<file path="src/rtl/rom_arbiter.sv">
// -----------------------------------------------------------------------------
// rom_arbiter
//
// Shares the single combinational read port of a ROM between two requesters:
// port 0 (instruction fetch) and port 1 (data load). Requests use a
// valid/ready handshake, and arbitration is round-robin between the two
// ports. Each port owns one registered response slot, written at the clock
// edge that ends the cycle in which its request fired. Addresses at or above
// ROM_DEPTH are not read: the slot records err=1 and data=0.
//
// Parameters
//   WORDSIZE   ROM word width and response data width
//   ROM_DEPTH  number of valid ROM words (addresses >= ROM_DEPTH are errors)
//
// Ports
//   clk         system clock, rising edge
//   reset       asynchronous reset, active low (0 = reset asserted)
//   reqN_valid  port N request valid
//   reqN_addr   port N word address (stable while valid and not ready)
//   reqN_ready  port N request accepted this cycle (combinational)
//   rspN_valid  port N response slot holds a response
//   rspN_data   port N read data (0 for an out-of-range address)
//   rspN_err    port N address was out of range
//   rspN_ready  port N consumer accepts the response
//   rom_addr    address driven to the ROM read port (0 when idle)
//   rom_data    combinational ROM output for rom_addr
// -----------------------------------------------------------------------------
module rom_arbiter #(
    parameter int WORDSIZE  = 32,
    parameter int ROM_DEPTH = 256
) (
    input  logic                clk,
    input  logic                reset,

    input  logic                req0_valid,
    input  logic [31:0]         req0_addr,
    output logic                req0_ready,
    output logic                rsp0_valid,
    output logic [WORDSIZE-1:0] rsp0_data,
    output logic                rsp0_err,
    input  logic                rsp0_ready,

    input  logic                req1_valid,
    input  logic [31:0]         req1_addr,
    output logic                req1_ready,
    output logic                rsp1_valid,
    output logic [WORDSIZE-1:0] rsp1_data,
    output logic                rsp1_err,
    input  logic                rsp1_ready,

    output logic [31:0]         rom_addr,
    input  logic [WORDSIZE-1:0] rom_data
);

    // Address bound as an unsigned 32-bit value so the compare is unsigned.
    localparam logic [31:0] DEPTH_LIMIT = 32'(ROM_DEPTH);

    // Round-robin pointer: which port wins when both are eligible.
    typedef enum logic {
        PREFER_P0 = 1'b0,
        PREFER_P1 = 1'b1
    } rr_state_t;

    rr_state_t rr_ptr;
    rr_state_t rr_ptr_next;

    logic                elig0;
    logic                elig1;
    logic                grant0;
    logic                grant1;
    logic                rom_err;
    logic [WORDSIZE-1:0] rom_word;

    // -------------------------------------------------------------------------
    // Helpers
    // -------------------------------------------------------------------------
    function automatic logic addr_out_of_range(input logic [31:0] addr);
        return (addr >= DEPTH_LIMIT);
    endfunction

    // Out-of-range reads return zero rather than whatever the ROM drives.
    function automatic logic [WORDSIZE-1:0] masked_word(
        input logic [31:0]         addr,
        input logic [WORDSIZE-1:0] word
    );
        return addr_out_of_range(addr) ? '0 : word;
    endfunction

    // -------------------------------------------------------------------------
    // Eligibility
    // A port may be granted when it has a request and its response slot is
    // empty or is being drained this very cycle. Gating with reset keeps every
    // ready low (and rom_addr at 0) while reset is asserted.
    // -------------------------------------------------------------------------
    always_comb begin
        elig0 = reset & req0_valid & (~rsp0_valid | rsp0_ready);
        elig1 = reset & req1_valid & (~rsp1_valid | rsp1_ready);
    end

    // -------------------------------------------------------------------------
    // Round-robin state register
    // -------------------------------------------------------------------------
    always_ff @(posedge clk or negedge reset) begin
        if (!reset) begin
            rr_ptr <= PREFER_P0;
        end else begin
            rr_ptr <= rr_ptr_next;
        end
    end

    // -------------------------------------------------------------------------
    // Grant and next pointer
    // A lone eligible port always wins; on contention the pointer decides.
    // Every fire hands preference to the other port, which makes two
    // continuously contending requesters alternate strictly.
    // -------------------------------------------------------------------------
    always_comb begin
        grant0      = 1'b0;
        grant1      = 1'b0;
        rr_ptr_next = rr_ptr;

        case (rr_ptr)
            PREFER_P0: begin
                grant0 = elig0;
                grant1 = elig1 & ~elig0;
            end
            PREFER_P1: begin
                grant1 = elig1;
                grant0 = elig0 & ~elig1;
            end
            default: begin
                grant0 = 1'b0;
                grant1 = 1'b0;
            end
        endcase

        if (grant0) begin
            rr_ptr_next = PREFER_P1;
        end else if (grant1) begin
            rr_ptr_next = PREFER_P0;
        end
    end

    // -------------------------------------------------------------------------
    // Request side outputs and ROM address mux
    // rom_data never feeds back into any ready, so the only ready paths are
    // from the request valids and the response readys.
    // -------------------------------------------------------------------------
    always_comb begin
        req0_ready = grant0;
        req1_ready = grant1;

        if (grant0) begin
            rom_addr = req0_addr;
        end else if (grant1) begin
            rom_addr = req1_addr;
        end else begin
            rom_addr = '0;
        end

        rom_err  = addr_out_of_range(rom_addr);
        rom_word = masked_word(rom_addr, rom_data);
    end

    // -------------------------------------------------------------------------
    // Port 0 response slot
    // A fire loads the slot (overwriting a response retired in the same
    // cycle); a retire without a fire only clears valid, so data and err keep
    // their last values.
    // -------------------------------------------------------------------------
    always_ff @(posedge clk or negedge reset) begin
        if (!reset) begin
            rsp0_valid <= 1'b0;
            rsp0_err   <= 1'b0;
            rsp0_data  <= '0;
        end else if (grant0) begin
            rsp0_valid <= 1'b1;
            rsp0_err   <= rom_err;
            rsp0_data  <= rom_word;
        end else if (rsp0_ready) begin
            rsp0_valid <= 1'b0;
        end
    end

    // -------------------------------------------------------------------------
    // Port 1 response slot
    // -------------------------------------------------------------------------
    always_ff @(posedge clk or negedge reset) begin
        if (!reset) begin
            rsp1_valid <= 1'b0;
            rsp1_err   <= 1'b0;
            rsp1_data  <= '0;
        end else if (grant1) begin
            rsp1_valid <= 1'b1;
            rsp1_err   <= rom_err;
            rsp1_data  <= rom_word;
        end else if (rsp1_ready) begin
            rsp1_valid <= 1'b0;
        end
    end

endmodule

</file>
<file path="config.mk">
export PLATFORM = sky130hd
export DESIGN_NAME = rom_arbiter
export DESIGN_NICKNAME = d
export VERILOG_FILES = /design/src/rtl/rom_arbiter.sv
export SDC_FILE = /design/constraint.sdc
export NUM_CORES = 1
export LEC_CHECK = 0
export BUFFER_PORTS_ARGS = -buffer_cell sky130_fd_sc_hd__buf_2
export CAP_MARGIN = 20
export CORE_UTILIZATION = 38
export CTS_CLUSTER_DIAMETER = 40
export DETAILED_ROUTE_END_ITERATION = 7
export MAX_ROUTING_LAYER = met4
export PLACE_DENSITY = 0.74
export SYNTH_ARGS = -nofsm -noshare
export SYNTH_HDL_FRONTEND = slang
export SYNTH_SLANG_ARGS = --single-unit
export TNS_END_PERCENT = 1
</file>
<file path="constraint.sdc">
create_clock -name clk -period 1.8 [get_ports clk]
set_input_delay 0.18 -clock clk [delete_from_list [all_inputs] [get_ports clk]]
set_output_delay 0.18 -clock clk [all_outputs]
set_load 0.01 [all_outputs]
</file>
# [Word level (Yosys, flattened, before mapping)]
# Cells that the tools add are included.
[totals] reg_bits=69 latch_bits=0 ramBits=0 romBits=0 inputBits=102 output_inout_bits=102 mem_count=0
[op_classes] n_addsub=0 mul=0 div_mod_pow=0 magnitude_cmp=1 n_eq_ne=0 n_shift=0 muxes=11 bitwise_logic=13 reduce_logical=3
[op_table] cell="two-way mux 32 bit" count=3
[op_table] cell=">= comparator 32 x 9 -> 1 bit (second input constant)" count=1
[op_table] cell="AND 1 bit" count=6
[op_table] cell="two-way mux 1 bit" count=6
[op_table] cell="nonzero test 2 bit" count=3
[op_table] cell="NOT 1 bit" count=5
[op_table] cell="one-hot mux 1 bit (2 select lines)" count=2
[op_table] cell="OR 1 bit" count=2

# [Logic depth before layout (Yosys ltp)]
# Gate-level depths: netlist of run 1.
[depth] ltp_word=10 mapped_depth=7 depth_no_buf=6

# [Least setup slack after synthesis of run 1]
# No wires, ideal clock.
[synth_path] path_type="register -> output" from="reg rsp0_valid" to="out rom_addr[14]" arrival_ns=1.806 path_slack_ns=-0.186 path_stages_with_launch=7 path_buffers=1 path_cell_list="dfrtp_1 nor2b_1 o311a_1 nand2_1 clkinv_1 clkbuf_1 a22o_1"
[synth_via] elab_chain_len=8
[synth_lines] element="from (decl)" line="38" text="output logic rsp0_valid,"
[synth_lines] element="from (signal assigned)" line="173" text="rsp0_valid <= 1'b0;"
[synth_lines] element="from (signal assigned)" line="177" text="rsp0_valid <= 1'b1;"
[synth_lines] element="from (signal assigned)" line="181" text="rsp0_valid <= 1'b0;"
[synth_lines] element="NOT 1 bit" line="96" text="elig0 = reset & req0_valid & (~rsp0_valid | rsp0_ready);"
[synth_lines] element="OR 1 bit" line="96"
[synth_lines] element="AND 1 bit" line="96"
[synth_lines] element="NOT 1 bit" line="125" text="grant1 = elig1 & ~elig0;"
[synth_lines] element="AND 1 bit" line="125"
[synth_lines] element="one-hot mux 1 bit (2 select lines)" line="122" text="case (rr_ptr)"
[synth_lines] element="net req1_ready" line="45" text="output logic req1_ready,"
[synth_lines] element="two-way mux 32 bit" line="155" text="end else if (grant1) begin"
[synth_lines] element="two-way mux 32 bit" line="153" text="if (grant0) begin"
[synth_lines] element="to (decl)" line="51" text="output logic [31:0] rom_addr,"
# The timed path passes the listed nets, and every way through them passes these cells.

# [Worst setup path after layout of run 1]
[layout_path] from="reg rsp0_valid" to="out rom_addr[14]"
[layout_via] elab_chain_len=8
[layout_lines] element="NOT 1 bit *" line="96"
[layout_lines] element="OR 1 bit *" line="96"
[layout_lines] element="AND 1 bit *" line="96"
[layout_lines] element="NOT 1 bit" line="125"
[layout_lines] element="AND 1 bit" line="125"
[layout_lines] element="one-hot mux 1 bit (2 select lines)" line="122"
[layout_lines] element="two-way mux 32 bit" line="155"
[layout_lines] element="two-way mux 32 bit *" line="153"
# Every way passes the cells marked *; elsewhere a longest branch is shown, timed or not.

==> metrics, run 1 <==
minimum clock period 1.98 ns; DR WL/cell 18.4 microns; maximum clock rate 0.504 GHz; filler cell count in the final layout 676; arrival time worst endpoint 1.80 ns; H-tree depth 3; Ys Warns 0; Hold Path End rsp0_data[8]; crit path kind reg -> out; most frequent cell after synthesis dfrtp_1; clk buf depth 2; R2R depth 7; Slew headroom 0.445; Vias/cell 5.65; Worst R2R End rsp0_data[31]; post-route cell area 4820 sq um; largest cells by area after synthesis dfrtp_1, a32o_1, a32o_2, a22o_1, nor4_4; violated checks setup timing; Worst Setup Start Kind flip-flop; GRT Residual Overflow 0; reg2reg start rsp1_valid; RSZ-0062 raised after global routing true; Tot GR Track Use 0.246; gpl congestion 0.794; top_reg_cell synth dfrtp_1; Sink Count 69; DP Cell Count 544; Setup WS post-layout -0.184 ns; largest net degree at the start of global routing 67; outcome finished, violations left; Power Total 0.00410 W; Hold Path Class in -> reg; Max-Cap Viols 0; TritonCTS Buffers 9; worst hold path stage count 2; Mapped Nets 336; flop-to-flop setup slack -0.11 ns; CTS tree done; commonest cells in the netlist dfrtp_1, a22o_1, a32o_1; Pwr Density 851 nW/um^2; die width 92.7 microns; largest area contributor in the netlist dfrtp_1; Max Transition Viols Final 0; # IOs 204; Post-synth EDFFs 0; Syn Area/Cell 13.3 sq um; clk slew on worst S/H paths 0.09 ns; hpwl dp 7.42 mm; # DRC 0; core region area 7850 sq um; count of cell types in the netlist 31; Placed Area 4440 sq um; Root Buffer Master clkbuf_8; crit path capture type output pin; hold slack 0.0960 ns; sequential fraction of the synthesis area 0.553; setup violators final 98; Synth Instances 234; Pre-Repair DR Iteration Count 4; Routed Antenna Nets 0; first-pass GRT wire length 15.8 mm; vias 3199; Slew @ Worst Pin 0.832 ns; Final nets 561; area share of the largest cell type after synthesis 0.553; initial DRC count 136; endpoints failing hold 0; clk_lat worst skew 0.34 ns; Detailed Route WL 10.4 mm; die area 8580 sq um; FP Rows 32; number of global-route vias before repair 3172; part of the cycle the worst path needs 1.10; VDD IR max 0.509 mV; Post-synth ARST share 1.00; Synth-to-Final Area Change 54.3%; initial antenna violation count 0; post-synthesis register bit count 69; cell area after synthesis 3120 sq um; Worst Skew 0.0107 ns; Port Buffers 203; CP required 1.62 ns; layout cell share with drive strength beyond 1 0.651; Setup WS pre-CTS -0.257 ns; Critical Path Fanout Max 36; Leakage 2.74 nW; n_diodes 0; DIE HEIGHT 92.7 microns; Final Non-Filler Cells 566; Hold Startpoint rom_data[8]; initial core utilization 0.398
==> logic make-up after synthesis <==
group                  after synthesis  synth area share
buffers and inverters               28            0.0421
AND/OR/NAND/NOR                     30            0.0701
flip-flops                          69             0.553
AO/OA/AOI/OAI                      107             0.335
==> layout by cell type (no fill, tap or decap), drive strengths merged <==
cell type,instances
nor2,6
a21oi,1
a32o,62
and3,1
a22o,34
o311ai,1
o22ai,1
a311oi,1
clkinvlp,2
nor2b,1
a311o,1
dfrtp,69
dlygate4sd3,1
clkbuf,9
nor3,1
clkinv,3
inv,3
bufinv,2
and4,1
a41oi,1
o311a,1
buf,238
nand2b,2
a31oi,3
or4,6
nor4,7
nand2,4
o41ai,1
nand3,1
==> critical path, stage by stage, from the launching register on <==
cell     delay, ns
dfrtp_1       0.39
nor2b_4       0.14
o311a_4       0.32
nand2_2       0.09
inv_4         0.04
buf_12        0.15
a22o_1        0.20
buf_2         0.13
==> per-layer routing <==
layer  vias to the layer above  part of all wire  GRT usage
met5                         -                 0          -
met3                        15             0.065     0.0517
met4                         0             0.017     0.0769
met1                      1599              0.39      0.266
met2                       135              0.53      0.451
li1                       1450                 -          -
==> flip-flops by register name (all words and copies together) (netlist names) <==
| signal | count |
|---|---|
| rsp0_data | 32 |
| rsp1_data | 32 |
| rr_ptr | 1 |
| rsp0_err | 1 |
| rsp0_valid | 1 |
| rsp1_err | 1 |
| rsp1_valid | 1 |
==> worst max-delay path by stage <==
| stage | startpoint | to | slack, ns | cells past startpoint |
|---|---|---|---|---|
| global placement | req1_addr[25] | rsp0_data[7] | -0.22 | 7 |
| floorplan | req1_addr[25] | rsp0_data[13] | -0.09 | 6 |
| detailed placement | req1_addr[25] | rsp0_data[4] | -0.26 | 7 |
| CTS | rsp0_valid | rom_addr[9] | -0.24 | 7 |
| global route | rsp0_valid | rom_addr[31] | -0.25 | 7 |
| finish | rsp0_valid | rom_addr[14] | -0.18 | 7 |
==> timing repair <==
action                                  4_1_cts  5_1_grt
cloned                                        1        0
endpoints found under the hold margin         3        0
endpoints found under the setup margin      100      100
buffers inserted                              3        1
pin swaps                                     3        3
resized for setup                            12        8
hold buffers                                  1        0
==> final cells by class <==
class,instances,area (sq um),area share
sequential,69,1730,0.359
timing repair buffer,239,1390,0.287
multi-input combinational,137,1340,0.278
tap,102,128,0.0265
clock buffer,9,124,0.0257
clock inverter,7,97.6,0.0203
inverter,3,18.8,0.00390
==> report_power, final <==
part           total (W)  leakage (nW)  switching (W)  internal, W
clock network    0.00139         0.106       0.000609     0.000784
logic           0.000989          1.70       0.000522     0.000467
registers        0.00172         0.941      0.0000643      0.00165
total            0.00410          2.74        0.00120      0.00290
==> metrics by stage <==
| step | setup TNS, ns | util |
|---|---|---|
| 3_5_place_dp | -16.22 | 0.566 |
| 2_1_floorplan | -6.07 | - |
| 4_1_cts | -15.33 | 0.608 |
| 3_3_place_gp | -14.51 | 0.566 |
| 6_report | -11.32 | 0.614 |
| 5_1_grt | -18.97 | 0.614 |
(Power assumes the default switching activity.)
==> inputs of run 2 (changes only) <==
Settings changed: CORE_UTILIZATION 38 to 40, PLACE_DENSITY 0.74 to 0.75.
Clock period 1.8 ns to 2.3 ns, I/O delays scaled along.
==> run 2 against run 1 <==
  * The flow now finishes without violations
  * Critical path depth stayed put
  * Combinational power decreased by 29%
  * Clock power shrank 19%
  * Global-route usage grew 1.1 points
  * Clock-buffer cell count up 1
  * Die area is 4.9% lower
  * Core utilization grew 0.40 points
  * Sequential power fell by 22%
  * Hold slack improved by 0.050 ns
  * Final area shrank 5.0%
  * Clock skew is essentially flat
  * Critical endpoint is now rom_addr[17]
  * Largest cell class unchanged
  * Largest power group unchanged
  * Highest routed layer unchanged
==> metrics, run 2 (same netlist as run 1, synthesis figures left out) <==
Worst Skew 0.0107 ns; largest net degree at the start of global routing 49; VDD IR max 0.500 mV; sequential share of power 0.424; WL met1 3.95 mm; part of the cycle the worst path needs 0.951; number of global-route vias before repair 3196; outcome finished clean; cell internal pwr 0.00225 W; Synth-to-Final Area Change 46.6%; most frequent cells in the layout buf_2, dfrtp_1, a22o_1, a32o_1, a32o_2; Max Transition Viols Final 0; switching share of power 0.289; Port Buffers 203; met2 wire length 5.09 mm; core region area 7410 sq um; die width 90.4 microns; GRT Residual Overflow 0; Reg area 1730 sq um; minimum clock period 2.19 ns; Root Buffer Master clkbuf_8; post-route cell area 4580 sq um; Placed Area 4280 sq um; initial antenna violation count 0; clk buf depth 2; Tot GR Track Use 0.257; # DRC 0; worst hold path stage count 2; hpwl dp 7.25 mm; first-pass GRT wire length 16.2 mm; Net Sw Power 0.000913 W; endpoints failing hold 0; n_diodes 0; Clock power frac 0.354; initial DRC count 185; Detailed Route WL 10.0 mm; Vias/cell 5.88; # IOs 204; vias 3185; Slew @ Worst Pin 0.614 ns; Max-Cap Viols 0; gpl congestion 0.776; layout cell share with drive strength beyond 1 0.616; H-tree depth 3; initial core utilization 0.422; Leakage 2.63 nW; TritonCTS Buffers 9; setup violators final 0; die area 8160 sq um; reg2reg start rsp0_valid; flop-to-flop setup slack 0.29 ns; Hold Startpoint rom_data[23]; highest metal used met4; FP Rows 31; crit path capture type output pin; clk_lat worst skew 0.35 ns; RSZ-0062 raised after global routing false; Power Total 0.00316 W; largest registers rsp0_data x32, rsp1_data x32; Hold Path End rsp1_data[23]; Worst R2R End rsp1_data[24]; DIE HEIGHT 90.4 microns; arrival time worst endpoint 1.96 ns; Sink Count 69; R2R depth 6; Critical Path Fanout Max 36; multi-input gate area in the final layout 1290 sq um; Hold Path Class in -> reg; Routed Antenna Nets 0; Final nets 540; most common cell after layout, fill and taps aside buf_2; DR WL/cell 18.5 microns; met3 WL 690 microns; clk slew on worst S/H paths 0.08 ns; Layout Utilization 0.618; Comb power frac 0.221; Pwr Density 691 nW/um^2; Pre-Repair DR Iteration Count 4; crit path kind reg -> out; Setup TNS 0 ns; CTS tree done; Slew headroom 0.589; Worst Setup Start Kind flip-flop; filler cell count in the final layout 631; maximum clock rate 0.457 GHz; CP required 2.07 ns
[run 2: worst max-delay path: stages (launching register included)]
cell and delay (ns):
dfrtp_1 0.40, nor2b_4 0.15, o311a_1 0.33, nand2_2 0.09, clkinv_1 0.08, buf_8 0.18, a22o_1 0.23, buf_2 0.14
[run 2: metrics by stage]
| step | hold WS (ns) | std cells | worst slack [ns] |
|---|---|---|---|
| 6_report | 0.146 | 542 | 0.113 |
| 5_1_grt | 0.130 | 542 | 0.00808 |
| 4_1_cts | 0.129 | 540 | 0.0218 |
| 3_5_place_dp | 0.324 | 523 | 0.143 |
| 3_3_place_gp | 0.318 | 523 | 0.188 |
| 2_1_floorplan | -0.0656 | 234 | 0.264 |
[run 2: cell type report]
type | instances | area share
Sequential cell | 69 | 0.377
Multi-Input combinational cell | 137 | 0.282
Timing Repair Buffer | 218 | 0.261
Clock buffer | 10 | 0.0301
Tap cell | 99 | 0.0271
Clock inverter | 6 | 0.0205
Inverter | 3 | 0.00246
[run 2: worst max path at each step]
stage | startpoint | to | slack [ns] | cells past startpoint
after CTS | rsp0_valid | rom_addr[17] | 0.02 | 7
after floorplan | rsp0_valid | rom_addr[14] | 0.26 | 6
after global routing | rsp0_valid | rom_addr[17] | 0.008 | 7
final | rsp0_valid | rom_addr[17] | 0.11 | 7
after global placement | req1_addr[25] | rsp0_data[8] | 0.19 | 7
after detailed placement | req1_addr[25] | rsp0_data[16] | 0.14 | 7
[run 2: metal layers]
| metal | GRT usage | vias up |
|---|---|---|
| li1 | - | 1420 |
| met1 | 0.295 | 1575 |
| met2 | 0.433 | 164 |
| met3 | 0.0564 | 26 |
| met4 | 0.114 | 0 |
| met5 | - | - |
[run 2: repair_timing]
item | CTS | global route
hold endpoints to repair | 21 | 0
pin swaps | 0 | 2
resized for setup | 2 | 6
hold buffers | 1 | 0
setup endpoints to repair | 32 | 32
cloned | 0 | 1
setup buffers | 0 | 1
[run 2: power groups by stage]
stage | Sequential (W) | Combinational, W | Clock [W]
finish | 0.00134 | 0.000700 | 0.00112
global route | 0.00135 | 0.000758 | 0.00118
CTS | 0.00134 | 0.000685 | 0.00114
detailed placement | 0.00136 | 0.000677 | 0
global placement | 0.00136 | 0.000668 | 0
floorplan | 0.00140 | 0.000293 | 0
